==> config.mk <==
export PLATFORM = sky130hd
export DESIGN_NAME = pipelined_addsub
export DESIGN_NICKNAME = d
export VERILOG_FILES = /design/src/rtl/alu_pkg.sv /design/src/rtl/addsub_stage.sv /design/src/rtl/pipelined_addsub.sv
export SDC_FILE = /design/constraint.sdc
export NUM_CORES = 1
export LEC_CHECK = 0
export ABC_AREA = 1
export CAP_MARGIN = 30
export CORE_ASPECT_RATIO = 0.5
export CORE_UTILIZATION = 50
export CTS_CLUSTER_SIZE = 12
export DETAILED_ROUTE_END_ITERATION = 8
export PLACE_DENSITY = 0.77
export SLEW_MARGIN = 20
export SYNTH_ARGS = -nofsm -noshare
export SYNTH_HDL_FRONTEND = slang
export SYNTH_SLANG_ARGS = --single-unit
==> constraint.sdc <==
create_clock -name clk -period 7.1 [get_ports clk]
set_input_delay 1.42 -clock clk [delete_from_list [all_inputs] [get_ports clk]]
set_output_delay 1.42 -clock clk [all_outputs]
set_load 0.03 [all_outputs]
==> src/rtl/alu_pkg.sv <==
// Shared op codes and ALU status flags for the add/subtract datapath.
package alu_pkg;

  typedef enum logic [1:0] {
    OP_ADD = 2'b00,
    OP_SUB = 2'b01,
    OP_ADC = 2'b10,
    OP_SBB = 2'b11
  } op_e;

  typedef struct packed {
    logic carry;
    logic ovf;
    logic zero;
    logic neg;
  } flags_t;

endpackage

==> src/rtl/addsub_stage.sv <==
// One carry segment of the pipelined adder: adds the low SegBits of the incoming operands,
// shifts the result segment in from the top, and holds or advances under valid/ready flow control.
module addsub_stage
  import alu_pkg::*;
#(
  parameter int unsigned NrOfBits   = 32,
  parameter int unsigned SegBits    = 8,
  parameter int unsigned StageIdx   = 0,
  parameter int unsigned NrOfStages = 4
) (
  input  logic                clk,
  input  logic                rst,
  input  logic                i_valid,
  input  logic                i_adv_next,
  output logic                o_adv,
  output logic                o_valid,
  input  logic [NrOfBits-1:0] i_a,
  input  logic [NrOfBits-1:0] i_b,
  input  logic [NrOfBits-1:0] i_res,
  input  logic                i_carry,
  input  logic                i_zero,
  output logic [NrOfBits-1:0] o_a,
  output logic [NrOfBits-1:0] o_b,
  output logic [NrOfBits-1:0] o_res,
  output logic                o_carry,
  output logic                o_zero,
  output logic                o_cmsb
);

  localparam bit Last = (StageIdx == NrOfStages - 1);

  logic                r_valid;
  logic [NrOfBits-1:0] r_a;
  logic [NrOfBits-1:0] r_b;
  logic [NrOfBits-1:0] r_res;
  logic                r_carry;
  logic                r_zero;
  logic                r_cmsb;

  logic [SegBits-1:0]  w_a_seg;
  logic [SegBits-1:0]  w_b_seg;
  logic [SegBits:0]    w_seg;
  logic                w_cmsb;

  assign w_a_seg = i_a[SegBits-1:0];
  assign w_b_seg = i_b[SegBits-1:0];
  assign w_seg   = {1'b0, w_a_seg} + {1'b0, w_b_seg} + {{SegBits{1'b0}}, i_carry};
  // Carry into the segment MSB recovered from its sum bit; only meaningful in the last stage.
  assign w_cmsb  = w_seg[SegBits-1] ^ w_a_seg[SegBits-1] ^ w_b_seg[SegBits-1];

  assign o_adv   = !r_valid || i_adv_next;

  always_ff @(posedge clk or posedge rst) begin
    if (rst) begin
      r_valid <= 1'b0;
    end else if (o_adv) begin
      r_valid <= i_valid;
    end
  end

  // Operands shift down a segment per stage; result segments enter from the top.
  always_ff @(posedge clk or posedge rst) begin
    if (rst) begin
      r_a     <= '0;
      r_b     <= '0;
      r_res   <= '0;
      r_carry <= 1'b0;
      r_zero  <= 1'b0;
      r_cmsb  <= 1'b0;
    end else if (o_adv && i_valid) begin
      r_a     <= i_a >> SegBits;
      r_b     <= i_b >> SegBits;
      r_res   <= (i_res >> SegBits) | (NrOfBits'(w_seg[SegBits-1:0]) << (NrOfBits - SegBits));
      r_carry <= w_seg[SegBits];
      r_zero  <= i_zero && (w_seg[SegBits-1:0] == '0);
      r_cmsb  <= Last ? w_cmsb : 1'b0;
    end
  end

  assign o_valid = r_valid;
  assign o_a     = r_a;
  assign o_b     = r_b;
  assign o_res   = r_res;
  assign o_carry = r_carry;
  assign o_zero  = r_zero;
  assign o_cmsb  = r_cmsb;

endmodule

==> src/rtl/pipelined_addsub.sv <==
// Pipelined add/subtract unit: carry chain split into NrOfStages segments with
// per-stage valid/ready flow control, bubble collapsing and ALU status flags.
module pipelined_addsub
  import alu_pkg::*;
#(
  parameter int unsigned NrOfBits   = 32,
  parameter int unsigned NrOfStages = 4
) (
  input  logic                clk,
  input  logic                rst,
  input  logic                in_valid,
  output logic                in_ready,
  input  logic [1:0]          in_op,
  input  logic                in_cin,
  input  logic [NrOfBits-1:0] in_a,
  input  logic [NrOfBits-1:0] in_b,
  output logic                out_valid,
  input  logic                out_ready,
  output logic [NrOfBits-1:0] out_result,
  output logic                out_carry,
  output logic                out_ovf,
  output logic                out_zero,
  output logic                out_neg
);

  localparam int unsigned SegBits = NrOfBits / NrOfStages;

  op_e                 w_op;
  logic [NrOfBits-1:0] w_b_eff;
  logic                w_c0;
  flags_t              w_flags;

  logic                w_valid [0:NrOfStages];
  logic                w_adv   [0:NrOfStages];
  logic [NrOfBits-1:0] w_a     [0:NrOfStages];
  logic [NrOfBits-1:0] w_b     [0:NrOfStages];
  logic [NrOfBits-1:0] w_res   [0:NrOfStages];
  logic                w_carry [0:NrOfStages];
  logic                w_zero  [0:NrOfStages];
  logic                w_cmsb  [0:NrOfStages-1];

  assign w_op = op_e'(in_op);

  always_comb begin
    w_b_eff = in_b;
    w_c0    = 1'b0;
    case (w_op)
      OP_ADD: begin
        w_b_eff = in_b;
        w_c0    = 1'b0;
      end
      OP_SUB: begin
        w_b_eff = ~in_b;
        w_c0    = 1'b1;
      end
      OP_ADC: begin
        w_b_eff = in_b;
        w_c0    = in_cin;
      end
      OP_SBB: begin
        w_b_eff = ~in_b;
        w_c0    = in_cin;
      end
    endcase
  end

  assign w_valid[0]          = in_valid;
  assign w_a[0]              = in_a;
  assign w_b[0]              = w_b_eff;
  assign w_res[0]            = '0;
  assign w_carry[0]          = w_c0;
  assign w_zero[0]           = 1'b1;
  assign w_adv[NrOfStages]   = out_ready;
  assign in_ready            = w_adv[0];

  for (genvar k = 0; k < NrOfStages; k++) begin : g_stage
    addsub_stage #(
      .NrOfBits  (NrOfBits),
      .SegBits   (SegBits),
      .StageIdx  (k),
      .NrOfStages(NrOfStages)
    ) u_stage (
      .clk       (clk),
      .rst       (rst),
      .i_valid   (w_valid[k]),
      .i_adv_next(w_adv[k+1]),
      .o_adv     (w_adv[k]),
      .o_valid   (w_valid[k+1]),
      .i_a       (w_a[k]),
      .i_b       (w_b[k]),
      .i_res     (w_res[k]),
      .i_carry   (w_carry[k]),
      .i_zero    (w_zero[k]),
      .o_a       (w_a[k+1]),
      .o_b       (w_b[k+1]),
      .o_res     (w_res[k+1]),
      .o_carry   (w_carry[k+1]),
      .o_zero    (w_zero[k+1]),
      .o_cmsb    (w_cmsb[k])
    );
  end

  always_comb begin
    w_flags       = '0;
    w_flags.carry = w_carry[NrOfStages];
    w_flags.ovf   = w_carry[NrOfStages] ^ w_cmsb[NrOfStages-1];
    w_flags.zero  = w_zero[NrOfStages];
    w_flags.neg   = w_res[NrOfStages][NrOfBits-1];
  end

  assign out_valid  = w_valid[NrOfStages];
  assign out_result = w_res[NrOfStages];
  assign out_carry  = w_flags.carry;
  assign out_ovf    = w_flags.ovf;
  assign out_zero   = w_flags.zero;
  assign out_neg    = w_flags.neg;

endmodule

# Yosys cells after proc, flatten, opt, wreduce, memory -nomap -nowiden
# Cells that the tools add are included.
[word_totals]
reg_bits = 213
latchBits = 0
mem_bits_rw = 0
rom_bits = 0
wordCells = 66
memories = 0
[classes]
n_addsub = 8
multipliers = 0
div_mod_pow = 0
magnitude_cmp = 0
eq_ne = 3
shifts = 0
muxes = 2
bitwise_logic = 7
n_reduce_logical = 23
[op_table]
columns = ["op", "n"]
rows = [
  ["24-bit by 32-bit bitwise OR with 32-bit output", 3],
  ["32-bit one-hot mux with 2 select lines", 1],
  ["8-bit by 8-bit adder with 9-bit output", 4],
  ["9-bit by 1-bit adder with 9-bit output", 4],
  ["8-bit zero test", 4],
  ["32-bit NOT", 1],
  ["1-bit logical AND", 7],
  ["2-bit OR reduction", 3],
  ["2-bit == test, second input constant", 2],
  ["1-bit zero test", 4],
  ["1-bit logical OR", 4],
  ["1-bit one-hot mux with 3 select lines", 1],
  ["1-bit XOR", 3],
  ["2-bit by 1-bit == test with 1-bit output, second input constant", 1],
  ["2-bit zero test", 1],
]

# Logic depth before layout (Yosys ltp)
# Gate-level depths: netlist (run 1).
[logic_depth]
word_depth = 6
mapped_depth = 15
ltp_nobuf = 13

# Modules after synthesis
# Synthesis (run 1) repeated with hierarchy kept, for this count alone.
[unflattened]
cells_unflattened = 1896
hier_area_um2 = 15349.7
[by_module_without_submodules]
columns = ["mod", "instances", "cells_each", "area_per_inst_um2", "seq_area_each_um2"]
rows = [
  ["addsub_stage (g_stage[0].u_stage ...)", 3, 435, 3658.5, 2077.0],
  ["addsub_stage (g_stage[3].u_stage)", 1, 443, 3718.6, 2102.0],
  ["pipelined_addsub", 1, 148, 655.6, 0.0],
]

# Worst setup path after synthesis (run 1)
# Ideal clock, no wire load.
[synth_timing]
path_type = "input-to-reg"
startpoint = "in in_op[0]"
endpoint = "reg g_stage[0].u_stage.r_zero"
setup_time_ns = 0.065
arrival_ns = 3.337
required_time_ns = 7.035
path_slack_ns = 3.698
path_stages = 14
path_cell_list = "buf_2 buf_2 xnor2_1 fa_1 fa_1 inv_1 nand3_1 nand2_1 nand2_1 nand2_1 nand2_1 nor2_1 nand4_1 nand2_1"
[synth_between]
elab_chain_len = 6
[synth_lines]
columns = ["element", "line", "source"]
rows = [
  ["from (decl)", "pipelined_addsub.sv:13", "input logic [1:0] in_op,"],
  ["2-bit == test (tied with other cells)", "pipelined_addsub.sv:47", "case (w_op)"],
  ["2-bit OR reduction (no source line)", "-", ""],
  ["32-bit one-hot mux with 2 select lines", "pipelined_addsub.sv:47", ""],
  ["8-bit by 8-bit adder with 9-bit output", "addsub_stage.sv:47", "assign w_seg = {1'b0, w_a_seg} + {1'b0, w_b_seg} + {{SegBits{1'b0}}, i_carry};"],
  ["9-bit by 1-bit adder with 9-bit output (*)", "addsub_stage.sv:47", ""],
  ["8-bit zero test (*)", "addsub_stage.sv:75", "r_zero <= i_zero && (w_seg[SegBits-1:0] == '0);"],
  ["to (signal assigned)", "addsub_stage.sv:75", ""],
  ["to (decl)", "addsub_stage.sv:37", "logic r_zero;"],
]
# Mark *: on every way between the ends. The rest lies on a longest branch, timed or not.
# A chain may end at the register's enable or synchronous reset.

# Worst setup path after layout (run 1)
[layout_timing]
startpoint = "in out_ready"
endpoint = "out in_ready"
[layout_between]
elab_chain_len = 4
[layout_lines]
columns = ["element", "line", "source"]
rows = [
  ["from (decl)", "pipelined_addsub.sv:18", "input logic out_ready,"],
  ["1-bit logical OR (4 in a row)", "addsub_stage.sv:51", "assign o_adv = !r_valid || i_adv_next;"],
  ["to (decl)", "pipelined_addsub.sv:12", "output logic in_ready,"],
]
# No other way between the ends.

==> flow_metrics.env, run 1 <==
export IMPL_rr_worst_depth=7
export IMPL_end_kind="output port"
export IMPL_row_count=34
export IMPL_critPathMostFrequentCell="clkdlybuf4s50_1"
export IMPL_clkTransAtPathRegs_ns=0.07
export IMPL_critPathLaunchType="input port"
export IMPL_reg2reg_slack_ns=4.79
export IMPL_grt_overflow_total=0
export IMPL_hp_class="flip-flop to flip-flop"
export IMPL_dr_pass1_iters=5
export IMPL_drt_iter0_drc=549
export IMPL_drcViolationCount=0
export IMPL_period_needed_ns=4.33
export IMPL_synth_edff_count=0
export IMPL_die_width_um=192
export IMPL_gp_congestion=0.903
export IMPL_skew_ns=0.0118
export IMPL_fp_coreArea_mm2=0.0175
export IMPL_ys_types=29
export IMPL_dp_cells=1377
export IMPL_pre_cts_ws_ns=2.77
export IMPL_cts_buffers=17
export IMPL_path_buf_inv=3
export IMPL_antenna_cells=0
export IMPL_ir_drop_mv=0.232
export IMPL_seq_area_frac_synth_pct=52.6
export IMPL_clockRootBuffer="clkbuf_16"
export IMPL_antenna_found_initial=0
export IMPL_io_buffers=108
export IMPL_synth_largest_area_cell="dfrtp_1"
export IMPL_synth_nets=1177
export IMPL_dpl_hpwl_um=13700
export IMPL_cts_max_path_buffers=2
export IMPL_wl_per_cell_um=14.2
export IMPL_grt_pass1_vias=6857
export IMPL_finalInstanceArea_mm2=0.0108
export IMPL_hp_start="g_stage[0].u_stage.o_b[22]"
export IMPL_crit_family="buffers and inverters"
export IMPL_yosys_top_cells_count="nand2_1 (546), dfrtp_1 (189), inv_1 (55)"
export IMPL_drive_above_1_share_pct=4.59
export IMPL_grt_usage_pct=22.8
export IMPL_yosysTopAreaCellShare_pct=52.6
export IMPL_cp_slowest_stage_delay_ns=0.63
export IMPL_hold_viol=0
export IMPL_period_share_pct=61.0
export IMPL_final_cells=1411
export IMPL_cp_data_arrival_time_ns=2.91
export IMPL_clock_sinks=189
export IMPL_power_w=0.00448
export IMPL_grt_first_pass_wirelength_um=33700
export IMPL_ys_warn_count=0
export IMPL_syn_area_mm2=0.00899
export IMPL_die_y_um=96.8
export IMPL_synth_ff_type="dfrtp_1"
export IMPL_post_cts_buffers=0
export IMPL_max_cap_viol_count=0
export IMPL_wl_um=20000
export IMPL_path_class="input port to output port"
export IMPL_cts_tree="built"
export IMPL_status="complete, no violations"
export IMPL_area_growth_syn_to_layout_pct=20.1
export IMPL_nNetsFinal=1271
export IMPL_viasPerCell=5.04
export IMPL_worstMarginPinSlew_ns=0.913
export IMPL_leakagePower_nw=5.58
export IMPL_crit_path_cell_trace="clkdlybuf4s50_1, inv_2, nand2_2, nor2_4, nand3_4, clkdlybuf4s50_1"
export IMPL_slew_headroom_pct=39.1
export IMPL_p_per_area_mw_per_mm2=414
export IMPL_ys_top_cells_by_area="dfrtp_1 (53%), nand2_1 (23%), ha_1 (3.9%)"
export IMPL_tns_ns=0
export IMPL_holdPathEnd="g_stage[1].u_stage.o_b[14]"
export IMPL_hold_buffers=0
export IMPL_synthArstFlopShare_pct=100
export IMPL_rsz0062_at_grt="false"
export IMPL_fp_dieArea_mm2=0.0186
export IMPL_ant_nets=0
export IMPL_start_util_pct=51.4
export IMPL_syn_inst=1070
export IMPL_max_freq_mhz=231
export IMPL_h_tree_depth=4
export IMPL_placed_cell_area_mm2=0.0101
export IMPL_via_count=7110
export IMPL_r2r_end="g_stage[0].u_stage.o_res[29]"
export IMPL_synth_seq_cells=189
export IMPL_worstSkewPairLatency_ns=0.43
export IMPL_cp_slowest_cell="clkdlybuf4s50_1"
export IMPL_rr_startpoint="g_stage[3].u_stage.o_valid"
export IMPL_num_fill_cells=1499
export IMPL_ioPinCount=109
export IMPL_setup_ws_ns=2.77
export IMPL_min_path_cells=2
export IMPL_maxSlewViolCount=0
export IMPL_yosysMostFrequentCell="nand2_1"
export IMPL_postSynthAreaPerCell_um2=8.41
export IMPL_grt_max_degree=89
export IMPL_crit_fanout=4
export IMPL_finalSetupViolCount=0
export IMPL_critPathRequiredTime_ns=5.68
export IMPL_cts_resized=0
==> stage by stage <==
| step | hold WS (ns) | utilization, % |
|---|---|---|
| final | 0.465 | 61.8 |
| after global routing | 0.480 | 61.8 |
| after detailed placement | 0.453 | 58.0 |
| after CTS | 0.468 | 61.5 |
| after floorplan | 0.442 | - |
| after global placement | 0.452 | 57.8 |
==> per-layer routing <==
layer  GRT usage [%]  up-vias  wire length [um]
met4            6.04        0               271
li1                -     3513                 -
met1            35.5     3377             10100
met2            32.8      196              8580
met3            3.88       24              1070
met5               0        -                 0
==> sequential cells by signal (all words and copies together), names as in the netlist <==
signal and count:
g_stage.u_stage.o_a 48, g_stage.u_stage.o_b 48, g_stage.u_stage.o_carry 4, g_stage.u_stage.o_cmsb 1, g_stage.u_stage.o_res 80, g_stage.u_stage.o_valid 4
g_stage.u_stage.o_zero 4
==> worst register-to-register path: stages (launching register included) <==
cell and delay [ns]:
dfrtp_1 0.38, nand2_2 0.09, nor2_4 0.14, nand3_4 0.15
nand2_4 0.65, inv_2 0.49, nand2_1 0.18, o21ai_0 0.09
==> final cells by class <==
type	instances	area (um2)	share of cell area [%]
clock buffer	18	439	4.06
clock inverter	14	170	1.57
inverter	60	230	2.13
multi-input combinational	780	3750	34.7
sequential	189	4730	43.8
tap	234	293	2.71
timing repair buffer	116	1200	11.1
==> logic make-up after synthesis <==
| kind of cell | Yosys count | synth area share (%) |
|---|---|---|
| AO/OA/AOI/OAI | 73 | 4.24 |
| XOR/XNOR | 37 | 3.60 |
| adder cells (fa/ha/maj) | 36 | 5.68 |
| buffers and inverters | 101 | 5.77 |
| flip-flops | 189 | 52.6 |
| multiplexers | 1 | 0.111 |
| AND/OR/NAND/NOR | 633 | 28.0 |
==> power by group <==
group / switching (W) / total [W] / internal, W
clock network: 0.000440 / 0.000984 / 0.000544
registers: 0.000255 / 0.00172 / 0.00146
logic: 0.00111 / 0.00178 / 0.000662
==> cells in the final DEF (no fill, tap or decap), types with 2 or more instances in the layout <==
cell type and instances:
a21oi_1 14, clkbuf_16 17, dfrtp_1 189, buf_4 4, buf_16 2, o21ai_0 46, inv_2 5, xnor2_1 29
nand2_2 2, nand2_1 546, clkinv_4 2, bufinv_16 2, nand3_1 28, nand3b_1 11, a31oi_1 2, o21ai_1 6
xor2_1 8, or2_1 2, ha_1 28, nand4_1 11, o21a_1 4, inv_6 9, clkdlybuf4s50_1 107, nor2_1 29
inv_1 54, inv_8 2, fa_1 8
==> worst max path at each step <==
| stage | from | to | slack (ns) | cells after the start |
|---|---|---|---|---|
| 3_3_place_gp | out_ready | in_ready | 2.78 | 6 |
| 6_report | out_ready | in_ready | 2.77 | 6 |
| 2_1_floorplan | rst | g_stage[0].u_stage.o_a[0] | 0.54 | 1 |
| 4_1_cts | out_ready | in_ready | 2.77 | 6 |
| 3_5_place_dp | out_ready | in_ready | 2.77 | 6 |
| 5_1_grt | out_ready | in_ready | 2.69 | 6 |
(Power assumes the default switching activity.)
==> run 2, diff against run 1 <==
==> constraint.sdc (replaced) <==
create_clock -name clk -period 4.5 [get_ports clk]
set_input_delay 0.9 -clock clk [delete_from_list [all_inputs] [get_ports clk]]
set_output_delay 0.9 -clock clk [all_outputs]
set_load 0.03 [all_outputs]
==> run 2 against run 1 <==
Effect of this change:
- core utilization fell by 0.34 points
- clock power rose by 52%
- final area fell by 0.54%
- final cell count barely moved
- via count fell by 0.90%
- critical path depth did not move
- worst setup slack got worse by 1.6 ns
==> flow_metrics.env, run 2 (synthesized netlist as in run 1, its figures left out) <==
export IMPL_dpl_hpwl_um=13700
export IMPL_antenna_cells=0
export IMPL_reg2reg_slack_ns=2.17
export IMPL_cts_max_path_buffers=2
export IMPL_tns_ns=0
export IMPL_finalInstanceArea_mm2=0.0107
export IMPL_leakagePower_nw=5.53
export IMPL_dr_pass1_iters=7
export IMPL_skew_ns=0.0152
export IMPL_num_fill_cells=1496
export IMPL_cts_tree="built"
export IMPL_status="complete, no violations"
export IMPL_via_count=7046
export IMPL_nNetsFinal=1270
export IMPL_critPathMostFrequentCell="clkdlybuf4s50_1"
export IMPL_grt_pass1_vias=6860
export IMPL_io_buffers=108
export IMPL_cp_slowest_stage_delay_ns=0.62
export IMPL_post_cts_buffers=0
export IMPL_clkTransAtPathRegs_ns=0.07
export IMPL_hold_buffers=0
export IMPL_period_share_pct=73.1
export IMPL_placed_cell_area_mm2=0.0102
export IMPL_drive_above_1_share_pct=4.42
export IMPL_wl_per_cell_um=13.9
export IMPL_crit_path_cell_trace="clkdlybuf4s50_1, inv_2, nand2_2, nor2_4, nand3_4, clkdlybuf4s50_1"
export IMPL_cts_resized=0
export IMPL_worstSkewPairLatency_ns=0.44
export IMPL_grt_usage_pct=22.8
export IMPL_wl_um=19600
export IMPL_rsz0062_at_grt="false"
export IMPL_path_buf_inv=3
export IMPL_clock_sinks=189
export IMPL_start_util_pct=51.4
export IMPL_slew_headroom_pct=32.6
export IMPL_path_class="input port to output port"
export IMPL_viasPerCell=5.00
export IMPL_crit_family="buffers and inverters"
export IMPL_cp_data_arrival_time_ns=2.39
export IMPL_drcViolationCount=0
export IMPL_largest_register_ffs=80
export IMPL_max_cap_viol_count=0
export IMPL_hold_viol=0
export IMPL_grt_first_pass_wirelength_um=33300
export IMPL_grt_overflow_total=0
export IMPL_p_per_area_mw_per_mm2=651
export IMPL_clockRootBuffer="clkbuf_16"
export IMPL_final_cell_mix="nand2_1 (546), dfrtp_1 (189), clkdlybuf4s50_1 (107)"
export IMPL_worstMarginPinSlew_ns=1.01
export IMPL_cts_buffers=17
export IMPL_hp_class="flip-flop to flip-flop"
export IMPL_mostFrequentLayoutCell="nand2_1"
export IMPL_end_kind="output port"
export IMPL_critPathLaunchType="input port"
export IMPL_period_needed_ns=3.29
export IMPL_finalSetupViolCount=0
export IMPL_ant_nets=0
export IMPL_maxSlewViolCount=0
export IMPL_crit_fanout=4
export IMPL_area_growth_syn_to_layout_pct=19.5
export IMPL_fp_dieArea_mm2=0.0186
export IMPL_row_count=34
export IMPL_grt_max_degree=190
export IMPL_antenna_found_initial=0
export IMPL_fp_coreArea_mm2=0.0175
export IMPL_die_width_um=192
export IMPL_h_tree_depth=4
export IMPL_ir_drop_mv=0.347
export IMPL_drt_iter0_drc=465
export IMPL_ioPinCount=109
export IMPL_die_y_um=96.8
export IMPL_cp_slowest_cell="clkdlybuf4s50_1"
export IMPL_gp_congestion=0.839
export IMPL_critPathRequiredTime_ns=3.60
export IMPL_max_freq_mhz=304
==> run 2: power by group <==
group / internal, W / switching, W
Clock: 0.000829 / 0.000675
Sequential: 0.00231 / 0.000400
Combinational: 0.00104 / 0.00173
Total: 0.00418 / 0.00281
==> run 2: final cells by class <==
class,count,area [um2],share of cell area (%)
Timing Repair Buffer,115,1160,10.8
Tap cell,234,293,2.72
Sequential cell,189,4730,44.0
Clock inverter,14,158,1.47
Clock buffer,18,429,3.99
Multi-Input combinational cell,780,3750,34.9
Inverter,60,229,2.13
==> run 2: per-layer routing <==
metal	global-route usage, %	vias up	wire [um]	part of all wire [%]
met5	0	-	0	0
met4	6.11	0	210	1.1
met3	4.35	19	814	4.2
met2	32.7	158	8240	42
met1	35.1	3356	10300	53
li1	-	3513	-	-
==> run 2: worst reg2reg max path: cells and delay by family (launching register included) <==
kind                       cells  cell delay [ns]
and+or+nand+nor                6             0.51
DFF                            1             0.43
adders and majority gates      2             0.98
xor gates and xnor gates       1             0.35
==> run 2: path summary, 6_finish.rpt <==
| path | from | end | depth (start not counted) |
|---|---|---|---|
| setup / recovery | out_ready | in_ready | 6 |
| hold / removal | g_stage[0].u_stage.o_a[12] | g_stage[1].u_stage.o_a[4] | 2 |
| setup reg to reg | g_stage[1].u_stage.o_carry | g_stage[2].u_stage.o_zero | 9 |
| hold reg to reg | g_stage[0].u_stage.o_a[12] | g_stage[1].u_stage.o_a[4] | 2 |
| max in group asynchronous | rst | g_stage[0].u_stage.o_b[15] | 3 |
| min in group asynchronous | rst | g_stage[3].u_stage.o_res[18] | 3 |
==> run 2: stage by stage <==
step	hold slack, ns	std cells	total power [W]	worst slack [ns]	util [%]
floorplan	0.442	1070	0.00463	1.17	-
global placement	0.453	1377	0.00537	1.22	58.0
detailed placement	0.454	1378	0.00549	1.22	58.1
CTS	0.471	1410	0.00702	1.22	61.5
global route	0.493	1410	0.00753	1.16	61.5
finish	0.463	1410	0.00699	1.21	61.5
